--- src/rtl/fetch_pc_ctrl.sv ---
// -----------------------------------------------------------------------------
// fetch_pc_ctrl
// -----------------------------------------------------------------------------
// Sequences the instruction-fetch stage of the P5 pipeline.
//   * Owns the fetch PC and issues one request at a time to a multi-cycle
//     instruction memory over a level req / single-cycle ack handshake.
//   * Presents fetched words on the F/D boundary through an output register
//     backed by a one-entry skid buffer. When both are full the controller
//     stops requesting until the decode stage drains.
//   * Applies D-stage redirects with branch-delay-slot semantics. The request
//     that is in flight when a redirect is accepted completes and is
//     delivered, and fetch then resumes at the redirect target.
//
// Optional feature macro: PC_ALIGN_CHK_EN
//   defined   : an accepted redirect whose target has nonzero bits [1:0] sets
//               the sticky misalign_o flag. The controller then enters HALT:
//               no further requests are issued and the output registers drain
//               normally.
//   undefined : redirect targets are forced word aligned, misalign_o is tied
//               0, and HALT does not exist.
//
// Parameters
//   RESET_PC       fetch address loaded on reset (bits [1:0] must be 0)
//
// Ports
//   clk            system clock, rising edge
//   rst_n          asynchronous active-low reset
//   stall_i        hazard stall, F/D must not advance
//   redir_valid_i  D-stage redirect strobe (accepted only when stall_i=0)
//   redir_pc_i     redirect target
//   imem_req_o     instruction memory request (level, registered)
//   imem_addr_o    request address (held stable until ack)
//   imem_ack_i     single-cycle acknowledge, imem_rdata_i valid with it
//   imem_rdata_i   fetched instruction word
//   if_valid_o     F/D payload valid
//   if_instr_o     fetched instruction
//   if_pc_o        PC of if_instr_o
//   if_pc4_o       if_pc_o + 4
//   misalign_o     sticky misaligned-redirect flag
// -----------------------------------------------------------------------------
module fetch_pc_ctrl #(
    parameter logic [31:0] RESET_PC = 32'h0000_3000
) (
    input  logic        clk,
    input  logic        rst_n,
    input  logic        stall_i,
    input  logic        redir_valid_i,
    input  logic [31:0] redir_pc_i,
    output logic        imem_req_o,
    output logic [31:0] imem_addr_o,
    input  logic        imem_ack_i,
    input  logic [31:0] imem_rdata_i,
    output logic        if_valid_o,
    output logic [31:0] if_instr_o,
    output logic [31:0] if_pc_o,
    output logic [31:0] if_pc4_o,
    output logic        misalign_o
);

`ifdef PC_ALIGN_CHK_EN
    typedef enum logic [1:0] {
        ST_BOOT = 2'b00,
        ST_REQ  = 2'b01,
        ST_HOLD = 2'b10,
        ST_HALT = 2'b11
    } state_t;
`else
    typedef enum logic [1:0] {
        ST_BOOT = 2'b00,
        ST_REQ  = 2'b01,
        ST_HOLD = 2'b10
    } state_t;
`endif

    // Controller state and fetch PC
    state_t      state_r;
    logic        req_r;
    logic [31:0] pc_r;

    // Redirect accepted while the delay-slot request is still outstanding
    logic        pend_v_r;
    logic [31:0] pend_pc_r;

    // One-entry skid buffer, filled only when an ack lands on a stalled,
    // already-full output register
    logic        skid_v_r;
    logic [31:0] skid_instr_r;
    logic [31:0] skid_pc_r;

    // F/D output registers
    logic        out_v_r;
    logic [31:0] out_instr_r;
    logic [31:0] out_pc_r;
    logic [31:0] out_pc4_r;

`ifdef PC_ALIGN_CHK_EN
    logic        misalign_r;
    logic        redir_bad_s;
`endif

    // Combinational helpers
    logic        redir_acc_s;
    logic [31:0] redir_pc_s;
    logic        ack_s;
    logic        out_free_s;
    logic [31:0] pc_plus4_s;
    logic [31:0] skid_pc4_s;
    logic [31:0] ack_next_pc_s;

    assign redir_acc_s = redir_valid_i & ~stall_i;
`ifdef PC_ALIGN_CHK_EN
    assign redir_pc_s  = redir_pc_i;
    assign redir_bad_s = redir_acc_s & (redir_pc_i[1:0] != 2'b00);
`else
    // Targets are word addresses; the low bits are simply discarded.
    assign redir_pc_s  = redir_pc_i & 32'hFFFF_FFFC;
`endif

    // An ack is meaningful only while a request is actually on the bus.
    assign ack_s       = imem_ack_i & req_r;
    // The output register can take new data if it is empty or being consumed.
    assign out_free_s  = ~out_v_r | ~stall_i;
    assign pc_plus4_s  = pc_r + 32'd4;
    assign skid_pc4_s  = skid_pc_r + 32'd4;

    // Next fetch PC after an ack: a same-cycle redirect beats a pending one,
    // which beats sequential fetch.
    always_comb begin
        ack_next_pc_s = pc_plus4_s;
        if (redir_acc_s) begin
            ack_next_pc_s = redir_pc_s;
        end else if (pend_v_r) begin
            ack_next_pc_s = pend_pc_r;
        end else begin
            ack_next_pc_s = pc_plus4_s;
        end
    end

    // Fetch FSM: PC, pending redirect, skid buffer and F/D output registers
    always_ff @(posedge clk or negedge rst_n) begin
        if (!rst_n) begin
            state_r      <= ST_BOOT;
            req_r        <= 1'b0;
            pc_r         <= RESET_PC;
            pend_v_r     <= 1'b0;
            pend_pc_r    <= 32'd0;
            skid_v_r     <= 1'b0;
            skid_instr_r <= 32'd0;
            skid_pc_r    <= 32'd0;
            out_v_r      <= 1'b0;
            out_instr_r  <= 32'd0;
            out_pc_r     <= 32'd0;
            out_pc4_r    <= 32'd0;
`ifdef PC_ALIGN_CHK_EN
            misalign_r   <= 1'b0;
`endif
        end else begin
            // Decode consumes the current payload whenever it is not stalled;
            // any load below overrides this.
            if (!stall_i) begin
                out_v_r <= 1'b0;
            end else begin
                out_v_r <= out_v_r;
            end

            case (state_r)
                ST_BOOT: begin
                    // One idle cycle after reset; a late ack is ignored here.
                    state_r <= ST_REQ;
                    req_r   <= 1'b1;
                    if (redir_acc_s) begin
                        pc_r <= redir_pc_s;
                    end
                end

                ST_REQ: begin
                    if (ack_s) begin
                        if (out_free_s) begin
                            out_v_r     <= 1'b1;
                            out_instr_r <= imem_rdata_i;
                            out_pc_r    <= pc_r;
                            out_pc4_r   <= pc_plus4_s;
                        end else begin
                            // Decode is stalled on a full output: park the word
                            // and stop requesting until it drains.
                            skid_v_r     <= 1'b1;
                            skid_instr_r <= imem_rdata_i;
                            skid_pc_r    <= pc_r;
                            state_r      <= ST_HOLD;
                            req_r        <= 1'b0;
                        end
                        pc_r     <= ack_next_pc_s;
                        pend_v_r <= 1'b0;
                    end else if (redir_acc_s) begin
                        // The outstanding request is the delay slot; remember
                        // the target until it completes (last redirect wins).
                        pend_v_r  <= 1'b1;
                        pend_pc_r <= redir_pc_s;
                    end
                end

                ST_HOLD: begin
                    if (!stall_i) begin
                        out_v_r     <= skid_v_r;
                        out_instr_r <= skid_instr_r;
                        out_pc_r    <= skid_pc_r;
                        out_pc4_r   <= skid_pc4_s;
                        skid_v_r    <= 1'b0;
                        state_r     <= ST_REQ;
                        req_r       <= 1'b1;
                    end
                    if (redir_acc_s) begin
                        pc_r <= redir_pc_s;
                    end
                end

`ifdef PC_ALIGN_CHK_EN
                ST_HALT: begin
                    // Terminal until reset: only the output registers drain.
                    req_r <= 1'b0;
                end
`endif

                default: begin
                    state_r  <= ST_BOOT;
                    req_r    <= 1'b0;
                    pend_v_r <= 1'b0;
                    skid_v_r <= 1'b0;
                end
            endcase

`ifdef PC_ALIGN_CHK_EN
            // A misaligned target stops fetch for good. Any word acked in the
            // same cycle has already been routed to the output or skid above.
            if (redir_bad_s && (state_r != ST_HALT)) begin
                misalign_r <= 1'b1;
                state_r    <= ST_HALT;
                req_r      <= 1'b0;
                pend_v_r   <= 1'b0;
            end
`endif
        end
    end

    assign imem_req_o  = req_r;
    assign imem_addr_o = pc_r;
    assign if_valid_o  = out_v_r;
    assign if_instr_o  = out_instr_r;
    assign if_pc_o     = out_pc_r;
    assign if_pc4_o    = out_pc4_r;
`ifdef PC_ALIGN_CHK_EN
    assign misalign_o  = misalign_r;
`else
    assign misalign_o  = 1'b0;
`endif

endmodule

--- config.mk ---
export PLATFORM = sky130hd
export DESIGN_NAME = fetch_pc_ctrl
export DESIGN_NICKNAME = d
export VERILOG_FILES = /design/src/rtl/fetch_pc_ctrl.sv
export SDC_FILE = /design/constraint.sdc
export NUM_CORES = 1
export LEC_CHECK = 0
export CAP_MARGIN = 20
export CELL_PAD_IN_SITES_DETAIL_PLACEMENT = 1
export CELL_PAD_IN_SITES_GLOBAL_PLACEMENT = 1
export CORE_MARGIN = 5
export CORE_UTILIZATION = 45
export DETAILED_ROUTE_END_ITERATION = 12
export DONT_BUFFER_PORTS = 1
export PLACE_DENSITY = 0.77
export SLEW_MARGIN = 20
export SYNTH_ARGS = -nofsm -noshare
export SYNTH_HDL_FRONTEND = slang
export SYNTH_SLANG_ARGS = --single-unit
--- constraint.sdc ---
create_clock -name clk -period 2.1 [get_ports clk]
set_input_delay 0.42 -clock clk [delete_from_list [all_inputs] [get_ports clk]]
set_output_delay 0.42 -clock clk [all_outputs]
set_load 0.05 [all_outputs]
==> results.yml, run 1 <==
run_status:
  outcome: "finished with violations"
  violations: "negative hold slack"
floorplanning:
  dieArea_um2: 27300
  dieWidth_um: 165
  die_h_um: 165
  rows: 56
  start_util_pct: 46.0
  coreArea_um2: 23600
  pin_count: 200
timing:
  setup_viol: 0
  period_share_pct: 97.3
  hold_violations: 218
  fin_setup_tns_ns: 0
  rsz0062_at_grt: "true"
  max_freq_mhz: 489
  slew_headroom_pct: 61.4
  min_period_ns: 2.04
  postLayoutSetupSlackWorst_ns: 0.0565
  hold_ws_ns: -0.396
  fin_skew_ns: 0.00755
  slew_violations: 0
  tightest_slew_ns: 0.579
min_path:
  min_path_type: "in2async"
route:
  ant_nets: 0
  drt_wl_total_um: 32100
  via_per_inst: 5.80
  vias: 8153
  wl_met3_um: 2930
  dr.first_iter.drc_count: 502
  wl_met2_um: 14900
  wl_met1_um: 13600
  firstDrtPassIters: 4
  routedWlPerCell_um: 22.8
  top_layer_used: "met4"
  drc: 0
critical_path:
  crit_path_end_kind: "flop"
  path_cells: "inv_1 -> ha_2 -> nand3_1 -> o32a_4 -> bufbuf_16 -> a221o_1"
  path_class: "reg2reg"
  crit_start: "state_r[1]"
  crit_family: "compound AO/OA/AOI/OAI gates"
  start_kind: "flop"
  slowest_stage: "dfrtp_1"
  r2r_start: "state_r[1]"
  cp.arrival_ns: 2.45
  crit_fanout: 14
  reg2reg_depth: 6
  cp.buffers_inverters: 2
  cp.required_ns: 2.50
  cp.depth: 6
  reg2reg_setup_slack_ns: 0.06
  max_stage_delay_ns: 0.41
  crit_path_end: "if_pc4_o[21]"
  rr_endpoint: "if_pc4_o[21]"
clocking:
  ctsHtreeMaxLevel: 1
  numCtsBuffers: 25
  cts_buffer_depth: 3
  clk_latency_ns: 0.52
  clock-sinks: 220
  cts_tree: "built"
  clock-root-buffer: "clkbuf_16"
  clk_pin_slew_ns: 0.06
yosys:
  synth_cell_types: 62
  ys_seq_elements: 220
  synthArstFlopShare_pct: 100
  synth_edf_count: 0
  netlist_instances: 1025
  synth_common_cells: "dfrtp_1 (218), nand2_1 (120), mux2_2 (91)"
  synth-seq-area-share_pct: 50.7
  ys_warn_count: 0
  synth_ff_type: "dfrtp_1"
  synth_area_leaders: "dfrtp_1 (50%), mux2_2 (9.4%), mux2i_1 (7.7%)"
  synth_area_per_cell_um2: 10.6
  yosysTopAreaCellShare_pct: 50.2
  yosysTopAreaCell: "dfrtp_1"
  syn_area_um2: 10900
  yosysMostFrequentCell: "dfrtp_1"
placement:
  post-place-ws_ns: -0.0140
  dp_hpwl_um: 23000
  io_buffer_count: 0
  place_congestion: 0.870
layout:
  nFillCells: 2502
  areaGrowthSynthToFinish_pct: 17.7
  multi_input_area_um2: 5070
  seq_area_um2: 5520
  drive_gt1_share_pct: 24.6
  antenna_cells: 0
  fin_nets: 1146
global_routing:
  antenna_found_initial: 0
  grt-ovfl-total: 0
  grt.total_usage_pct: 23.3
  grt_pass1_vias: 8731
  grt_pass1_wl_um: 50100
  grt_max_degree: 221
power:
  ir_drop_uv: 983
  p_leak_nw: 5.41
  power_density_nw_per_um2: 1920
run:
  drv_cap: 0
-- metal layers --
metal,vias up,global-route usage (%)
met5,-,0
met2,235,37.6
met3,39,6.63
met1,4116,31.2
met4,0,5.51
li1,3763,-
-- metrics by stage --
step	instances	utilization, %	area [µm²]	power (W)
after floorplan	1031	-	10900	0.0165
after global placement	1362	50.1	11800	0.0194
after detailed placement	1362	50.1	11800	0.0199
after CTS	1405	54.0	12700	0.0246
after global routing	1406	54.2	12800	0.0259
final	1406	54.2	12800	0.0245
-- worst min path at each step --
| stage | startpoint | end |
|---|---|---|
| after floorplan | rst_n | if_instr_o[0] |
| after global placement | rst_n | if_instr_o[26] |
| after detailed placement | rst_n | if_instr_o[26] |
| after CTS | rst_n | if_instr_o[26] |
| after global routing | rst_n | if_instr_o[26] |
| final | rst_n | skid_instr_r[26] |
-- registers in the layout (all words and copies together) (netlist names) --
signal and cells:
if_pc4_o 30, skid_instr_r 32, pend_v_r 1, if_pc_o 30
if_instr_o 32, imem_addr_o 30, if_valid_o 1, pend_pc_r 30
state_r 2, skid_pc_r 30, skid_v_r 1, imem_req_o 1
-- placed cells by master, fill, tap and decap left out, types with 3 or more instances in the layout --
cell type	netlist	layout
nand2b_1	12	11
clkbuf_16	0	25
dfrtp_2	0	13
nor4_1	6	5
o21ai_0	90	89
or3_1	3	3
nor2b_1	5	5
and4_1	6	6
mux2_2	91	91
dfrtp_1	218	205
conb_1	1	7
buf_4	7	75
and3_1	14	14
buf_12	0	14
a221o_1	5	5
nand2_1	120	119
bufinv_16	0	3
nand4_1	14	14
xnor2_1	26	26
inv_1	15	15
o221ai_1	5	5
nor2_2	0	3
nand3_1	41	39
xor2_1	16	16
clkbuf_8	0	6
a21oi_1	27	26
nor2_1	40	37
a31oi_1	10	10
clkbuf_1	45	3
o211ai_1	17	17
nor3_1	15	15
o22ai_1	5	5
a32oi_1	5	5
nor4_2	2	3
a211oi_1	4	3
mux2i_1	84	84
or2_2	4	4
a211o_1	4	4
clkinv_2	0	4
-- cell type report --
| cell class | count | area share (%) |
|---|---|---|
| repair buffers | 92 | 7.03 |
| flip-flops and latches | 220 | 43.2 |
| inverters | 15 | 0.440 |
| clock inverters | 8 | 0.920 |
| clock buffers | 34 | 5.63 |
| well taps | 319 | 3.12 |
| multi-input cells | 718 | 39.7 |
-- repair_timing --
item                                   CTS  global route
resized for setup                        5            12
buffers inserted                         0             1
cloned                                   1             0
endpoints found under the hold margin  220           220
setup endpoints to repair                4            78
pin swaps                                1             3
-- worst reg2reg max path: cells and delay by family (launching register included) --
kind / cells / cell delay (ns)
flops: 1 / 0.41
simple gates: 1 / 0.14
buf+inv: 2 / 0.41
fa+ha+maj: 1 / 0.22
compound gates: 2 / 0.75
-- cells by family after synthesis --
kind of cell / count (synthesis) / share of synthesized area (%)
xor gates and xnor gates: 42 / 3.39
muxes: 175 / 17.2
AOI/OAI and AO/OA: 198 / 11.3
and+or+nand+nor: 291 / 13.1
other: 1 / 0.0345
DFF: 220 / 50.7
adders and majority gates: 5 / 0.576
buffers and inverters: 93 / 3.66
-- report_power, final --
group / total (W) / switching, W / internal (W)
sequential: 0.0109 / 0.00460 / 0.00627
clock: 0.00446 / 0.00172 / 0.00274
combinational: 0.00920 / 0.00543 / 0.00376
Power figures use the tool's default switching activity.
==> inputs of run 2 (changes only) <==
--- a/config.mk
+++ b/config.mk
@@ -9,10 +9,11 @@
 export CELL_PAD_IN_SITES_DETAIL_PLACEMENT = 1
 export CELL_PAD_IN_SITES_GLOBAL_PLACEMENT = 1
 export CORE_MARGIN = 5
-export CORE_UTILIZATION = 45
+export CORE_UTILIZATION = 47
+export CTS_BUF_LIST = sky130_fd_sc_hd__clkbuf_2
 export DETAILED_ROUTE_END_ITERATION = 12
 export DONT_BUFFER_PORTS = 1
-export PLACE_DENSITY = 0.77
+export PLACE_DENSITY = 0.8
 export SLEW_MARGIN = 20
 export SYNTH_ARGS = -nofsm -noshare
 export SYNTH_HDL_FRONTEND = slang
==> run 2 against run 1 <==
Net effect:
- the run ends with negative hold slack, negative setup slack left
- critical path depth rose by 1
- first-iteration DRC count increased by 34%
- non-clock buffer count rose by 76
- sequential share of layout area fell by 1.3 points
==> results.yml, run 2 (synthesis gave the netlist of run 1 again) <==
critical_path:
  crit_fanout: 8
  cp.arrival_ns: 2.91
  max_stage_delay_ns: 0.60
  start_kind: "flop"
  cp.required_ns: 2.85
  crit_path_frequent_cell: "buf_4"
  crit_path_end_kind: "flop"
  path_class: "reg2reg"
  slowest_stage: "dfstp_2"
  path_cells: "nand4_4 -> buf_4 -> nor4_2 -> buf_4 -> nand3_2 -> xnor2_2 -> a221o_1"
layout:
  fin_nets: 1255
  fin_cells: 1510
  areaGrowthSynthToFinish_pct: 21.6
  mostFrequentLayoutCells: "dfrtp_1 (200), nand2_1 (119), mux2_2 (91)"
  multi_input_area_um2: 5180
  drive_gt1_share_pct: 28.3
  nFillCells: 2439
  seq_area_um2: 5530
  final_common_cell: "dfrtp_1"
placement:
  place_congestion: 0.891
  post-place-ws_ns: -0.126
  io_buffer_count: 0
  dp_hpwl_um: 23200
  placed_cells: 1333
timing:
  slew_violations: 0
  setup_viol: 24
  max_freq_mhz: 464
  tightest_slew_ns: 0.579
  hold_ws_ns: -0.721
  slew_headroom_pct: 61.4
  min_period_ns: 2.16
  fin_skew_ns: 0.113
  rsz0062_at_grt: "true"
  postLayoutSetupSlackWorst_ns: -0.0567
  period_share_pct: 103
  hold_violations: 220
clocking:
  clk_pin_slew_ns: 0.14
  numCtsBuffers: 58
  cts_buffer_depth: 3
  postCtsHoldBufs: 65
  clock-sinks: 220
  clock-root-buffer: "clkbuf_2"
  ctsHtreeMaxLevel: 2
  clk_latency_ns: 0.88
  cts_tree: "built"
power:
  intPower_w: 0.0113
  swShare_pct: 52.1
  ir_drop_uv: 1060
  clockPowerShare_pct: 12.4
  p_comb_share_pct: 41.5
  power_density_nw_per_um2: 1790
  p_switching_w: 0.0123
  p_leak_nw: 5.73
  pwr-share-seq_pct: 46.1
floorplanning:
  start_util_pct: 47.8
  pin_count: 200
  rows: 55
  die_h_um: 162
  coreArea_um2: 22700
  dieArea_um2: 26200
  dieWidth_um: 162
route:
  drc: 0
  firstDrtPassIters: 5
  routedWlPerCell_um: 23.4
  dr.first_iter.drc_count: 673
  vias: 8956
  drt_wl_total_um: 35300
  ant_nets: 0
  via_per_inst: 5.93
global_routing:
  grt_pass1_wl_um: 54400
  grt.total_usage_pct: 26.0
  grt_max_degree: 221
  grt-ovfl-total: 0
  antenna_found_initial: 2
  grt_pass1_vias: 9686
run:
  drv_cap: 0
run_status:
  outcome: "finished with violations"
  violations: "negative hold slack, negative setup slack"
min_path:
  min_path_type: "in2async"
[run 2: per-stage QoR]
step | util, % | area (µm²) | power, W | setup TNS, ns | hold slack, ns
2_1_floorplan | - | 10900 | 0.0165 | -1.01 | 0.124
3_3_place_gp | 52.0 | 11800 | 0.0195 | -0.246 | 0.136
3_5_place_dp | 52.0 | 11800 | 0.0200 | -1.01 | 0.134
4_1_cts | 57.4 | 13000 | 0.0232 | -0.0186 | -0.816
5_1_grt | 58.2 | 13200 | 0.0249 | -1.63 | -0.846
6_report | 58.2 | 13200 | 0.0236 | -0.521 | -0.721
[run 2: worst max-delay path, delay by kind of cell (launching register included)]
kind,cells,cell delay [ns]
xor gates and xnor gates,1,0.18
and+or+nand+nor,3,0.48
DFF,1,0.60
buffers and inverters,2,0.43
AOI/OAI and AO/OA,1,0.34
[run 2: layout make-up]
| class | count | share of cell area, % |
|---|---|---|
| repair buffers | 168 | 12.0 |
| clock buffers | 88 | 3.33 |
| diodes | 1 | 0.0189 |
| inverters | 15 | 0.426 |
| well taps | 285 | 2.70 |
| clock inverters | 15 | 0.445 |
| flip-flops and latches | 220 | 41.9 |
| multi-input cells | 718 | 39.2 |
[run 2: power by group through the flow]
| stage | Combinational, W | Clock, W | Sequential (W) |
|---|---|---|---|
| 6_report | 0.00981 | 0.00294 | 0.0109 |
| 4_1_cts | 0.00937 | 0.00302 | 0.0108 |
| 2_1_floorplan | 0.00501 | 0 | 0.0115 |
| 3_3_place_gp | 0.00867 | 0 | 0.0108 |
| 3_5_place_dp | 0.00906 | 0 | 0.0109 |
| 5_1_grt | 0.0105 | 0.00329 | 0.0111 |
[run 2: path summary, 6_finish.rpt]
kind                                 start             to  slack [ns]  depth (start not counted)
hold / removal                       rst_n  pend_pc_r[31]       -0.72                          0
max in group asynchronous            rst_n  skid_pc_r[20]        2.48                          0
setup reg to reg           imem_addr_o[12]   if_pc4_o[21]       -0.06                          7
hold reg to reg               pend_pc_r[6]   pend_pc_r[6]        0.51                          1
min in group clk                   stall_i    if_pc_o[27]        0.08                          3
setup / recovery           imem_addr_o[12]   if_pc4_o[21]       -0.06                          7
[run 2: routing by layer]
layer | up-vias | global-route usage, % | part of all wire (%)
met3 | 93 | 7.49 | 8.4
li1 | 4009 | - | -
met4 | 2 | 9.53 | 3.0
met1 | 4468 | 32.6 | 41
met2 | 384 | 43.1 | 48
met5 | - | 0 | 0.054
[run 2: repair_timing]
| action | 4_1_cts | 5_1_grt |
|---|---|---|
| gates resized for setup | 17 | 28 |
| buffers inserted | 1 | 7 |
| pin swaps | 5 | 3 |
| setup endpoints to repair | 85 | 78 |
| hold endpoints to repair | 378 | 220 |
